### config.mk
export PLATFORM = sky130hd
export DESIGN_NAME = pwm_duty_sequencer
export DESIGN_NICKNAME = d
export VERILOG_FILES = /design/src/rtl/pwm_duty_sequencer.sv
export SDC_FILE = /design/constraint.sdc
export NUM_CORES = 1
export LEC_CHECK = 0
export CORE_MARGIN = 5
export CORE_UTILIZATION = 50
export DETAILED_ROUTE_END_ITERATION = 8
export PLACE_DENSITY_LB_ADDON = 0.1
export REMOVE_ABC_BUFFERS = 1
export SLEW_MARGIN = 0
export SYNTH_ARGS = -nofsm -noshare
export SYNTH_HDL_FRONTEND = slang
export SYNTH_SLANG_ARGS = --single-unit
### constraint.sdc
create_clock -name clk -period 3.3 [get_ports clk]
set_clock_uncertainty 0.1 [all_clocks]
set_input_delay 0.33 -clock clk [delete_from_list [all_inputs] [get_ports clk]]
set_output_delay 0.33 -clock clk [all_outputs]
set_load 0.05 [all_outputs]
### src/rtl/pwm_duty_sequencer.sv
// Duty-word sequencer for the LED PWM block: manual up/down stepping or an automatic breathing ramp.
// Optional GAMMA_CORR_EN macro adds a registered (lin*lin + lin) >> 8 stage on the duty output.
module pwm_duty_sequencer #(
    parameter int TICK_DIV   = 100000,
    parameter int STEP       = 1,
    parameter int DUTY_MAX   = 255,
    parameter int HOLD_TICKS = 32
) (
    input  logic       clk,
    input  logic       rst,
    input  logic       btn_up,
    input  logic       btn_down,
    input  logic       btn_mode,
    output logic [7:0] duty,
    output logic       mode_auto,
    output logic [2:0] state,
    output logic       cycle_done
);

    typedef enum logic [2:0] {
        S_MANUAL  = 3'd0,
        S_RAMP_UP = 3'd1,
        S_HOLD_HI = 3'd2,
        S_RAMP_DN = 3'd3,
        S_HOLD_LO = 3'd4
    } state_e;

    localparam int CNT_W  = $clog2(TICK_DIV);
    localparam int HOLD_W = $clog2(HOLD_TICKS + 1);
    localparam logic [CNT_W-1:0]  TICK_LAST = CNT_W'(TICK_DIV - 1);
    localparam logic [HOLD_W-1:0] HOLD_LAST = HOLD_W'(HOLD_TICKS - 1);
    localparam logic [8:0] STEP9 = 9'(STEP);
    localparam logic [8:0] MAX9  = 9'(DUTY_MAX);

    state_e            state_q, state_d;
    logic              mode_auto_q, mode_auto_d;
    logic [7:0]        lin_q, lin_d;
    logic [CNT_W-1:0]  cnt_q, cnt_d;
    logic [HOLD_W-1:0] hold_q, hold_d;
    logic              cycle_done_q, cycle_done_d;
    logic [2:0]        up_sync_q, dn_sync_q, md_sync_q;
    logic              up_press, dn_press, md_press, tick;

    // 9-bit intermediate so the step can never wrap past either limit
    function automatic logic [7:0] sat_add(input logic [7:0] v);
        logic [8:0] s;
        s = {1'b0, v} + STEP9;
        if (s > MAX9) s = MAX9;
        return s[7:0];
    endfunction

    function automatic logic [7:0] sat_sub(input logic [7:0] v);
        logic [8:0] s;
        if ({1'b0, v} < STEP9) s = '0;
        else                   s = {1'b0, v} - STEP9;
        return s[7:0];
    endfunction

    // [0]=s1, [1]=s2, [2]=s3 edge register
    always_ff @(posedge clk or negedge rst) begin
        if (!rst) begin
            up_sync_q <= '0;
            dn_sync_q <= '0;
            md_sync_q <= '0;
        end else begin
            up_sync_q <= {up_sync_q[1:0], btn_up};
            dn_sync_q <= {dn_sync_q[1:0], btn_down};
            md_sync_q <= {md_sync_q[1:0], btn_mode};
        end
    end

    assign up_press = up_sync_q[1] & ~up_sync_q[2];
    assign dn_press = dn_sync_q[1] & ~dn_sync_q[2];
    assign md_press = md_sync_q[1] & ~md_sync_q[2];
    assign tick     = mode_auto_q && (cnt_q == TICK_LAST);

    always_comb begin
        state_d      = state_q;
        mode_auto_d  = mode_auto_q;
        lin_d        = lin_q;
        cnt_d        = cnt_q;
        hold_d       = hold_q;
        cycle_done_d = 1'b0;
        if (mode_auto_q) cnt_d = tick ? '0 : cnt_q + 1'b1;

        if (md_press) begin
            cnt_d  = '0;
            hold_d = '0;
            if (state_q == S_MANUAL) begin
                state_d     = S_RAMP_UP;
                mode_auto_d = 1'b1;
            end else begin
                state_d     = S_MANUAL;
                mode_auto_d = 1'b0;
            end
        end else begin
            case (state_q)
                S_MANUAL: begin
                    if (up_press && !dn_press)      lin_d = sat_add(lin_q);
                    else if (dn_press && !up_press) lin_d = sat_sub(lin_q);
                end
                S_RAMP_UP: if (tick) begin
                    lin_d = sat_add(lin_q);
                    if ({1'b0, lin_d} == MAX9) state_d = S_HOLD_HI;
                end
                S_HOLD_HI: if (tick) begin
                    if (hold_q == HOLD_LAST) begin
                        hold_d  = '0;
                        state_d = S_RAMP_DN;
                    end else begin
                        hold_d = hold_q + 1'b1;
                    end
                end
                S_RAMP_DN: if (tick) begin
                    lin_d = sat_sub(lin_q);
                    if (lin_d == 8'd0) state_d = S_HOLD_LO;
                end
                S_HOLD_LO: if (tick) begin
                    if (hold_q == HOLD_LAST) begin
                        hold_d       = '0;
                        state_d      = S_RAMP_UP;
                        cycle_done_d = 1'b1;
                    end else begin
                        hold_d = hold_q + 1'b1;
                    end
                end
                default: begin
                    state_d     = S_MANUAL;
                    mode_auto_d = 1'b0;
                    cnt_d       = '0;
                    hold_d      = '0;
                end
            endcase
        end
    end

    always_ff @(posedge clk or negedge rst) begin
        if (!rst) begin
            state_q      <= S_MANUAL;
            mode_auto_q  <= 1'b0;
            lin_q        <= '0;
            cnt_q        <= '0;
            hold_q       <= '0;
            cycle_done_q <= 1'b0;
        end else begin
            state_q      <= state_d;
            mode_auto_q  <= mode_auto_d;
            lin_q        <= lin_d;
            cnt_q        <= cnt_d;
            hold_q       <= hold_d;
            cycle_done_q <= cycle_done_d;
        end
    end

`ifdef GAMMA_CORR_EN
    logic [7:0] duty_q;

    // (lin^2 + lin) >> 8 keeps both endpoints exact: 0 -> 0, 255 -> 255
    function automatic logic [7:0] gamma(input logic [7:0] v);
        logic [15:0] p;
        p = 16'(v) * 16'(v) + 16'(v);
        return p[15:8];
    endfunction

    always_ff @(posedge clk or negedge rst) begin
        if (!rst) duty_q <= '0;
        else      duty_q <= gamma(lin_q);
    end

    assign duty = duty_q;
`else
    assign duty = lin_q;
`endif

    assign state      = state_q;
    assign mode_auto  = mode_auto_q;
    assign cycle_done = cycle_done_q;

endmodule

* Word-level counts from Yosys, hierarchy flattened
Cells that the tools add are included.
** Storage, ports and cells
- Register bits :: 45
- Output and inout port bits :: 13
- Word-level logic and storage cells :: 98
** Cells by class
- $add $sub $neg :: 4
- Magnitude comparators :: 2
- Equality and inequality tests :: 23
- Muxes and demuxes :: 39
- Bitwise logic cells :: 7
- Reductions and logical operators :: 14
** Operators with widths (number)
- $mux W8 :: 12
- $mux W17 :: 4
- $mux W3 :: 9
- $ne A3 B3 Y1 const B :: 8
- $pmux W8 S3 :: 1
- $mux W6 :: 3
- $add A17 B1 Y17 const B :: 1
- $eq A17 B17 Y1 const B :: 1
- $pmux W3 S5 :: 1
- $pmux W6 S2 :: 1
- $add A8 B1 Y9 const B :: 1
- $gt A9 B8 Y1 const B :: 1
- $ne A3 B1 Y1 const B :: 3
- $reduce_and A9 Y1 :: 1
- $eq A8 B8 Y1 const B :: 1
- $logic_not A8 Y1 :: 1
- $lt A8 B1 Y1 const B :: 1
- $mux W1 :: 8
- $sub A8 B1 Y8 const B :: 1
- $add A6 B1 Y6 const B :: 1
- $eq A3 B2 Y1 const B :: 2
- $eq A6 B5 Y1 const B :: 1
- $ne A2 B2 Y1 const B :: 3
- $reduce_and A5 Y1 :: 1
- 13 further kinds :: 22

* Logic depth before layout (Yosys ltp)
Gate-level depths: netlist of run 1.
- Depth in word-level cells :: 11
- Mapped depth :: 7
- Mapped depth without buffers :: 7

* Worst setup path before layout of run 1
OpenSTA, ideal clock, no wires.
- Kind :: register to register
- From :: reg lin_q[0], in the netlist duty[0]
- To :: reg lin_q[6], in the netlist duty[6]
- Setup time :: 0.067 ns
- Data arrival time :: 2.577 ns
- Path slack :: 0.556 ns
- Cell stages (with the launch flop) :: 8
- Path buffers :: 0
- Period minus slack after synthesis :: 2.744 ns
- Path through :: dfrtp_1 inv_1 ha_1 or3b_2 a2111oi_2 nor2_1 a221oi_1 o32a_1
** Between the ends
- Word-level cells in the longest chain between the ends :: 8
- Elaborated cells between the ends (all ways) :: 17
** Ends and longest elaborated chain
- start, declared :: RTL line 37 : logic [7:0] lin_q, lin_d;
- start signal, assigned :: RTL line 148 : lin_q <= lin_d;
- $add A8 B1 Y9 :: RTL line 47 : s = {1'b0, v} + STEP9;
- $gt A9 B8 Y1 :: RTL line 48 : if (s > MAX9) s = MAX9;
- $mux W8 :: RTL line 48
- $mux W8 :: RTL line 102 : S_RAMP_UP: if (tick) begin
- $mux W8 :: RTL line 97 : case (state_q)
- $mux W8 :: RTL line 86 : if (md_press) begin
- $mux W8 :: RTL line 102
- $pmux W8 S3 * :: RTL line 97
Mark *: on every way between the ends. The rest lies on a longest branch, timed or not. The select of a mux whose other input is x is not followed.
A chain may end at the register's enable or synchronous reset.

* Worst setup path in the final report of run 1
- From :: reg lin_q[0], in the netlist duty[0]
- To :: reg lin_q[4], in the netlist duty[4]
The elaborated chain is that of the path after synthesis.

==> reports/results.tsv, run 1 <==
metric	value	unit
asyncSetResetFlopFracSynth	100	%
synth_area	2840	um2
start_util	51.6	%
detailedPlacementHpwl	4320	um
timing_max_transition_violations_final	0	
critPathCapture	duty[4]$_DFFE_PN0P_	
worst-slew-pin-transition	1.02	ns
synth-adder-area-share	3.26	%
avgViaCountPerCell	6.22	
wire_length_of_the_first_global_routing_pass	10800	um
crit-reg2reg-capture	duty[4]$_DFFE_PN0P_	
fp.dieH	85.4	um
worstHoldPathType	in -> async	
htreeDepth	2	
gates_resized_cts_repair	0	
worst_ep_required_time	3.44	ns
synthXorXnorAreaFrac	2.16	%
ir_drop	0.412	mV
layout_common_cells	dfrtp_1, nand3_1, nand2_1	
cts_hold_bufs	0	
p_per_area	773	nW/um2
number_of_clock_buffers_inserted_by_tritoncts	5	
postPlaceCellArea	3040	um2
rsz0062_at_grt	false	
post_route_total_power	2440	uW
dieWidth	85.4	um
place.port_buffers	17	
final_common_cell	dfrtp_1	
run_status	finished, final reports clean	
final_min_period_over_clock_period	79.6	%
setup-violations-final	0	
worst_slew_margin_rel	32.2	%
design.portCount	18	
detail_route.first_pass.iterations	4	
antenna_found_initial	0	
leakagePower	0.00129	uW
yosys-mux-area-fraction	2.95	%
crit_arrival	2.77	ns
routed-via-count	2401	
core_region_area	5510	um2
detail_route.drc_violations	0	
drt_wl_total	6280	um
ys_dominant_reg_cell	dfrtp_1	
clk_transition_reported_paths	0.09	ns
postCtsSetupBuffers	0	
setup.worst_path.start	duty[0]$_DFFE_PN0P_	
post-route-cell-area	3160	um2
cts.sinks	45	
rr_worst_depth	7	
final-hold-violation-count	0	
fraction_of_the_mapped_netlist_area_in_compound_gates	22.5	%
max_clock_freq	381	MHz
finalSetupTns	0	ns
dominant_combinational_cell_family_by_area_after_synthesis	simple AND/OR/NAND/NOR gates	
critPathKind	reg -> reg	
grt_max_degree	46	
layout.nets	323	
setup.worst_path.end_class	flop	
cts_tree	yes	
clk-insertion-delay-late	0.30	ns
drive_gt1_share	9.87	%
reg2reg_slack	0.67	ns
place_congestion	0.823	
wl_per_cell	16.3	um
worstPathMaxFanout	10	
synth_enable_flop_cells	0	
die_footprint	7290	um2
fillers	489	
synthToLayoutAreaGrowth	11.1	%
ys_types	69	
drt.antenna.violating_nets	0	
final_period_minus_worst_setup_slack	2.63	ns
drt_iter0_markers	162	
global_route.overflow_total	0	
cap_violations	0	
synth.yosys.warnings	0	
track_usage	18.0	%
syn_avg_cell_area	9.50	um2
floorplan.rows	27	
r2r-start	duty[0]$_DFFE_PN0P_	
insertedDiodeCount	0	
holdWs	0.0823	ns
cp-start-kind	flop	
cts_max_path_buffers	2	
number_of_global_route_vias_before_repair	2302	
seq_area_frac_synth	39.6	%
syn-instance-count	299	
simple_gate_share_of_the_synthesized_area	25.8	%
cts.root.buffer_cell	clkbuf_8	
synth_seq_cells	45	
-- worst min-delay path by stage --
stage | startpoint | endpoint | slack (ns) | cells after the start
after floorplan | rst | cnt_q[0]$_DFFE_PN0P_ | -0.07 | 0
after global placement | up_sync_q[0]$_DFF_PN0_ | up_sync_q[1]$_DFF_PN0_ | 0.23 | 0
after detailed placement | dn_sync_q[0]$_DFF_PN0_ | dn_sync_q[1]$_DFF_PN0_ | 0.24 | 0
after CTS | rst | hold_q[1]$_DFFE_PN0P_ | 0.13 | 1
after global routing | rst | hold_q[2]$_DFFE_PN0P_ | 0.18 | 1
final | rst | hold_q[0]$_DFFE_PN0P_ | 0.08 | 1
-- cell families (layout without fill, tap and decap cells) --
logic type      count (synthesis)  after routing
simple gates                  127            127
buf+inv                        21             36
fa+ha+maj                       8              8
xor+xnor                        7              7
compound gates                 83             83
mux                             8              8
flops                          45             45
-- power by group --
part / switching, uW / leakage (uW) / internal (uW)
registers: 181 / 0.000578 / 644
logic: 743 / 0.000651 / 448
clock network: 198 / 0.0000585 / 227
-- layout make-up --
type | count | area (um2) | share of cell area (%)
clock inverter | 3 | 43.8 | 1.39
inverter | 8 | 30.0 | 0.951
multi-input combinational | 233 | 1610 | 51.0
tap | 72 | 90.1 | 2.85
timing repair buffer | 20 | 188 | 5.95
sequential | 45 | 1130 | 35.7
clock buffer | 5 | 68.8 | 2.18
-- synthesized netlist by cell type (4+ instances only) --
cell type | instances | area [um2]
nor3_1 | 8 | 40.0
nor2_1 | 17 | 63.8
dfrtp_1 | 45 | 1130
a21oi_1 | 15 | 75.1
a22o_1 | 6 | 52.6
o21ai_0 | 14 | 70.1
a31oi_1 | 4 | 25.0
mux2i_1 | 5 | 50.1
nor4_1 | 4 | 25.0
ha_1 | 5 | 62.6
a211oi_1 | 5 | 37.5
nand3_1 | 23 | 115
and2_1 | 6 | 37.5
clkbuf_1 | 6 | 22.5
o22a_1 | 4 | 35.0
nand2_1 | 21 | 78.8
a221oi_1 | 5 | 43.8
nand4_1 | 6 | 37.5
or3_1 | 4 | 25.0
and3_1 | 6 | 37.5
inv_1 | 8 | 30.0
xor2_1 | 4 | 35.0
nand2b_1 | 9 | 56.3
-- sequential cells by signal, summed over array words and instances, names as in the netlist --
register / count
mode_auto: 1
state: 3
md_sync_q: 3
cnt_q: 17
up_sync_q: 3
dn_sync_q: 3
hold_q: 6
duty: 8
cycle_done: 1
-- worst max-delay path, stage by stage, from the launching register on --
cell and delay, ns:
dfrtp_1 0.49, inv_1 0.10, ha_1 0.35, or3b_2 0.46, a2111oi_2 0.45, nor2_1 0.13, a221oi_1 0.30, o22a_2 0.18
-- per-stage QoR --
stage / setup slack, ns / cells / util [%]
2_1_floorplan: 0.556 / 286 / -
3_3_place_gp: 0.772 / 378 / 55.3
3_5_place_dp: 0.685 / 378 / 55.3
4_1_cts: 0.665 / 386 / 57.3
5_1_grt: 0.448 / 386 / 57.3
6_report: 0.673 / 386 / 57.3
-- metal layers --
layer	vias up	part of all wire, %	GRT usage [%]
met1	1164	47	23.9
met5	-	0	0
met4	0	1.1	6.62
li1	1170	-	-
met2	59	48	29.3
met3	8	4.1	3.30
(Power assumes the default switching activity.)
==> run 2: changes to the inputs <==
==> constraint.sdc (replaced) <==
create_clock -name clk -period 2.7 [get_ports clk]
set_clock_uncertainty 0.1 [all_clocks]
set_input_delay 0.27 -clock clk [delete_from_list [all_inputs] [get_ports clk]]
set_output_delay 0.27 -clock clk [all_outputs]
set_load 0.05 [all_outputs]
==> reports/results.tsv, run 2 (same netlist as run 1, synthesis figures left out) <==
metric	value	unit	change
timing_max_transition_violations_final	0		unchanged
final_common_cell	dfrtp_1		
critPathKind	reg -> reg		
avgViaCountPerCell	6.13		-1.4%
wl_per_cell	16.0	um	-1.7%
drive_gt1_share	12.9	%	+3.1 points
cap_violations	0		unchanged
place_congestion	0.843		+2.5%
clk-insertion-delay-late	0.31	ns	about the same
dieWidth	85.4	um	unchanged
max_clock_freq	403	MHz	+5.9%
finalSetupTns	0	ns	unchanged
rsz0062_at_grt	false		
layout_common_cells	dfrtp_1, nand3_1, nand2_1		
route.met2.wl	3130	um	+4.1%
htreeDepth	2		unchanged
cts_tree	yes		
run_status	finished, final reports clean		
cp-start-kind	flop		
core_region_area	5510	um2	unchanged
die_footprint	7290	um2	unchanged
floorplan.rows	27		unchanged
crit_arrival	2.64	ns	-0.13 ns
cts_hold_bufs	0		unchanged
final-hold-violation-count	0		unchanged
routed-via-count	2435		+1.4%
worstPathMaxFanout	7		-3
drt.antenna.violating_nets	0		unchanged
final_min_period_over_clock_period	91.9	%	+12 points
largest_register	cnt_q		
ir_drop	0.520	mV	+26%
clk_transition_reported_paths	0.09	ns	about the same
global_route.overflow_total	0		unchanged
route.met3.wl	255	um	-1.5%
setup.worst_path.end_class	flop		
p_per_area	944	nW/um2	+22%
worst_setup_slack_post_dpl	0.224	ns	-0.461 ns
wire_length_of_the_first_global_routing_pass	11400	um	+5.0%
gates_resized_cts_repair	0		unchanged
layout.nets	334		+3.4%
worstHoldPathType	in -> async		
fp.dieH	85.4	um	unchanged
detailedPlacementHpwl	4460	um	+3.2%
top_metal_used	met4		
worst-slew-pin-transition	1.03	ns	+0.00907 ns
fillers	484		-1.0%
antenna_found_initial	0		unchanged
track_usage	19.0	%	+0.97 points
cts.sinks	45		unchanged
start_util	51.6	%	unchanged
grt_max_degree	46		unchanged
detail_route.first_pass.iterations	4		unchanged
drt_iter0_markers	198		+22%
place.port_buffers	17		unchanged
cts.root.buffer_cell	clkbuf_8		
synthToLayoutAreaGrowth	14.7	%	
drt_wl_total	6350	um	+1.1%
setup-violations-final	0		unchanged
insertedDiodeCount	0		unchanged
worst_slack	0.219	ns	-0.454 ns
number_of_global_route_vias_before_repair	2425		+5.3%
design.portCount	18		unchanged
leakagePower	0.00134	uW	+4.2%
postCtsSetupBuffers	0		unchanged
cts_max_path_buffers	2		unchanged
detail_route.drc_violations	0		unchanged
worst_ep_required_time	2.85	ns	-0.59 ns
number_of_clock_buffers_inserted_by_tritoncts	5		unchanged
max_reg_flops	17		unchanged
worst_slew_margin_rel	31.6	%	-0.60 points
detail_route.wirelength.met1	2840	um	-3.7%
final_period_minus_worst_setup_slack	2.48	ns	-0.146 ns
[run 2: cell types whose count changed in the layout (fill, tap and decap cells not counted)]
| cell | previous run | this run |
|---|---|---|
| clkbuf_8 | 5 | 6 |
| a2111oi_4 | 1 | 2 |
| clkinv_2 | 1 | 0 |
| inv_6 | 1 | 0 |
| buf_4 | 3 | 14 |
| clkinvlp_4 | 0 | 1 |
| a2111oi_2 | 1 | 0 |
[run 2: final cells by class]
cell class                      instances  area, um2  share of cell area (%)
Clock buffer                            6       82.6                    2.53
Clock inverter                          2       37.5                    1.15
Inverter                                8       30.0                   0.921
Multi-Input combinational cell        233       1620                    49.8
Sequential cell                        45       1130                    34.5
Tap cell                               72       90.1                    2.76
Timing Repair Buffer                   31        270                    8.29
[run 2: where the power goes]
group          leakage, uW  internal (uW)  switching [uW]
Combinational     0.000706            599             959
Sequential        0.000578            788             183
Clock            0.0000574            301             247
[run 2: path summary, 6_finish.rpt]
| check | cells after the start | from | slack, ns | end |
|---|---|---|---|---|
| max in group asynchronous | 1 | rst | 1.82 | cnt_q[8]$_DFFE_PN0P_ |
| min in group clk | 0 | md_sync_q[0]$_DFF_PN0_ | 0.25 | md_sync_q[1]$_DFF_PN0_ |
| worst max-delay path | 7 | duty[1]$_DFFE_PN0P_ | 0.22 | duty[4]$_DFFE_PN0P_ |
| worst min-delay path | 1 | rst | 0.02 | hold_q[0]$_DFFE_PN0P_ |
| worst min register to register | 0 | md_sync_q[0]$_DFF_PN0_ | 0.25 | md_sync_q[1]$_DFF_PN0_ |
| worst max register to register | 7 | duty[1]$_DFFE_PN0P_ | 0.22 | duty[4]$_DFFE_PN0P_ |
[run 2: stage by stage]
step	hold WS [ns]	util [%]	std cells	total power [uW]	instance area (um2)
6_report	0.0161	59.2	397	3080	3260
5_1_grt	0.106	59.2	397	3290	3260
4_1_cts	0.0610	59.0	397	3090	3250
3_5_place_dp	0.236	56.8	389	2530	3130
3_3_place_gp	0.232	56.8	389	2520	3130
2_1_floorplan	-0.126	-	286	2020	2770
[run 2: critical path, cell delays in order (launching register included)]
cell and delay, ns:
dfrtp_1 0.44, inv_1 0.06, ha_1 0.32, or3b_2 0.49, a2111oi_4 0.40, nor2_1 0.12
a221oi_1 0.30, o22a_2 0.18
[run 2: routing by layer]
metal  up-vias  global-route usage [%]
met5         -                       0
met2        61                    30.5
met4         0                    7.77
met1      1164                    25.1
li1       1196                       -
met3        14                    3.69
==> run 3: changes to the inputs <==
--- a/config.mk
+++ b/config.mk
@@ -5,8 +5,10 @@
 export SDC_FILE = /design/constraint.sdc
 export NUM_CORES = 1
 export LEC_CHECK = 0
+export CAP_MARGIN = 0
 export CORE_MARGIN = 5
 export CORE_UTILIZATION = 50
+export CTS_BUF_LIST = sky130_fd_sc_hd__clkbuf_4 sky130_fd_sc_hd__clkbuf_8 sky130_fd_sc_hd__clkbuf_16
 export DETAILED_ROUTE_END_ITERATION = 8
 export PLACE_DENSITY_LB_ADDON = 0.1
 export REMOVE_ABC_BUFFERS = 1
==> constraint.sdc (replaced) <==
create_clock -name clk -period 2.35 [get_ports clk]
set_clock_uncertainty 0.1 [all_clocks]
set_input_delay 0.235 -clock clk [delete_from_list [all_inputs] [get_ports clk]]
set_output_delay 0.235 -clock clk [all_outputs]
set_load 0.05 [all_outputs]
==> reports/results.tsv, run 3 (same netlist as run 1, synthesis figures left out) <==
metric	value	unit	change
dieWidth	85.4	um	unchanged
htreeDepth	2		unchanged
worstHoldPathType	reg -> reg		
critPathCapture	state[2]$_DFFE_PN0P_		
post_route_total_power	3700	uW	+20%
cp-start-kind	flop		
insertedDiodeCount	0		unchanged
setup.worst_path.start	duty[1]$_DFFE_PN0P_		
post-route-cell-area	3420	um2	+5.1%
timing.critical_path.depth	8		+1
worst-path-buf-inv	2		+1
detailedPlacementHpwl	4680	um	+5.0%
clk-insertion-delay-late	0.29	ns	-0.02 ns
clk_transition_reported_paths	0.09	ns	about the same
drt_wl_total	6650	um	+4.7%
cts_max_path_buffers	2		unchanged
design.portCount	18		unchanged
detail_route.drc_violations	0		unchanged
crit_path_slowest_cell	dfrtp_1		
worst_slew_margin_rel	60.6	%	+29 points
leakagePower	0.00143	uW	+6.9%
p_per_area	1080	nW/um2	+15%
number_of_global_route_vias_before_repair	2401		-0.99%
setup-violations-final	0		unchanged
number_of_clock_buffers_inserted_by_tritoncts	5		unchanged
worst_ep_required_time	2.43	ns	-0.42 ns
final_common_cell	dfrtp_1		
track_usage	18.9	%	-0.13 points
postPlaceCellArea	3250	um2	+4.1%
max_reg_flops	17		unchanged
critPathKind	reg -> reg		
start_util	51.6	%	unchanged
die_footprint	7290	um2	unchanged
cts.sinks	45		unchanged
detail_route.first_pass.iterations	4		unchanged
drt_iter0_markers	191		-3.5%
setup.worst_path.end_class	flop		
synthToLayoutAreaGrowth	20.5	%	
worst_slack	0.0971	ns	-0.122 ns
final_period_minus_worst_setup_slack	2.25	ns	-0.228 ns
worstPathCellList	inv_1 -> ha_1 -> buf_4 -> and2_1 -> maj3_1 -> and3_1 -> and4b_1 -> mux2_2		
timing_max_transition_violations_final	0		unchanged
drt.antenna.violating_nets	0		unchanged
drive_gt1_share	18.6	%	+5.7 points
grt_max_degree	46		unchanged
core_region_area	5510	um2	unchanged
global_route.overflow_total	0		unchanged
layout_common_cells	dfrtp_1, buf_4, nand3_1		
critical_path.top_delay_family	adder cells		
max_clock_freq	444	MHz	+10%
finalNonFillerCells	416		+4.8%
rr_worst_depth	8		+1
worstPathMaxFanout	4		-3
dp.cells	406		+4.4%
routed-via-count	2536		+4.1%
run_status	finished, final reports clean		
worst_setup_slack_post_dpl	-0.0642	ns	-0.288 ns
largest_register	cnt_q		
wire_length_of_the_first_global_routing_pass	11300	um	-0.12%
largest_incremental_delay_on_the_critical_path	0.38	ns	-0.11 ns
place_congestion	0.953		+13%
reg2reg_slack	0.1	ns	-0.12 ns
ir_drop	0.593	mV	+14%
antenna_found_initial	0		unchanged
r2r-start	duty[1]$_DFFE_PN0P_		
place.port_buffers	17		unchanged
fp.dieH	85.4	um	unchanged
cts.root.buffer_cell	clkbuf_8		
cts_tree	yes		
post-route-util	62.2	%	+3.0 points
final-hold-violation-count	0		unchanged
cap_violations	0		unchanged
floorplan.rows	27		unchanged
final_min_period_over_clock_period	95.9	%	+4.0 points
worst-slew-pin-transition	0.590	ns	-0.435 ns
avgViaCountPerCell	6.10		-0.61%
crit_arrival	2.33	ns	-0.31 ns
crit-reg2reg-capture	state[2]$_DFFE_PN0P_		
wl_per_cell	16.0	um	-0.12%
layout.nets	353		+5.7%
-- run 3: changes by cell type in the layout (fill, tap and decap cells not counted) --
cell,previous run,this run
buf_4,14,32
a221oi_1,5,3
nor2_2,0,2
dlygate4sd3_1,0,1
a221oi_2,0,2
or3b_2,1,0
nor2_1,17,15
or3b_4,0,1
-- run 3: area by class of cell --
cell class	count	area (um2)
inverters	8	30.0
flip-flops and latches	45	1130
clock inverters	2	37.5
repair buffers	50	415
clock buffers	6	82.6
multi-input cells	233	1640
fillers	457	2080
well taps	72	90.1
-- run 3: worst reg2reg max path, delay by kind of cell, from the launching register on --
kind | cells | cell delay, ns
adder cells (fa/ha/maj) | 2 | 0.64
AND/OR/NAND/NOR | 3 | 0.56
flip-flops | 1 | 0.38
multiplexers | 1 | 0.26
buffers and inverters | 2 | 0.20
-- run 3: worst min-delay path by stage --
stage,endpoint,slack (ns),start,cells past startpoint
2_1_floorplan,cnt_q[0]$_DFFE_PN0P_,-0.16,rst,0
6_report,dn_sync_q[1]$_DFF_PN0_,0.25,dn_sync_q[0]$_DFF_PN0_,0
4_1_cts,dn_sync_q[1]$_DFF_PN0_,0.26,dn_sync_q[0]$_DFF_PN0_,0
3_5_place_dp,dn_sync_q[1]$_DFF_PN0_,0.24,dn_sync_q[0]$_DFF_PN0_,0
5_1_grt,dn_sync_q[0]$_DFF_PN0_,0.25,btn_down,1
3_3_place_gp,up_sync_q[1]$_DFF_PN0_,0.23,up_sync_q[0]$_DFF_PN0_,0
-- run 3: repair_timing --
item / in CTS / in global routing
hold endpoints to repair: 45 / 0
setup buffers: 0 / 1
setup endpoints to repair: 2 / 3
pin swaps: 0 / 2
gates resized for setup: 3 / 3
hold buffers: 1 / 0
-- run 3: per-stage QoR --
stage / TNS [ns] / hold slack [ns]
floorplan: -1.47 / -0.161
global placement: 0 / 0.232
detailed placement: -0.102 / 0.236
CTS: 0 / 0.257
global route: -0.00676 / 0.255
finish: 0 / 0.253
-- run 3: routing by layer --
| layer | track usage, % | wire length, um | vias up | share of wire [%] |
|---|---|---|---|---|
| li1 | - | - | 1228 | - |
| met1 | 24.7 | 3020 | 1234 | 45 |
| met2 | 32.6 | 3270 | 66 | 49 |
| met3 | 2.82 | 271 | 8 | 4.1 |
| met4 | 4.75 | 85 | 0 | 1.3 |
| met5 | 0 | 0 | - | 0 |
-- run 3: power by group --
group | internal (uW) | switching (uW)
combinational | 818 | 1210
sequential | 905 | 163
clock | 346 | 263
total | 2070 | 1630
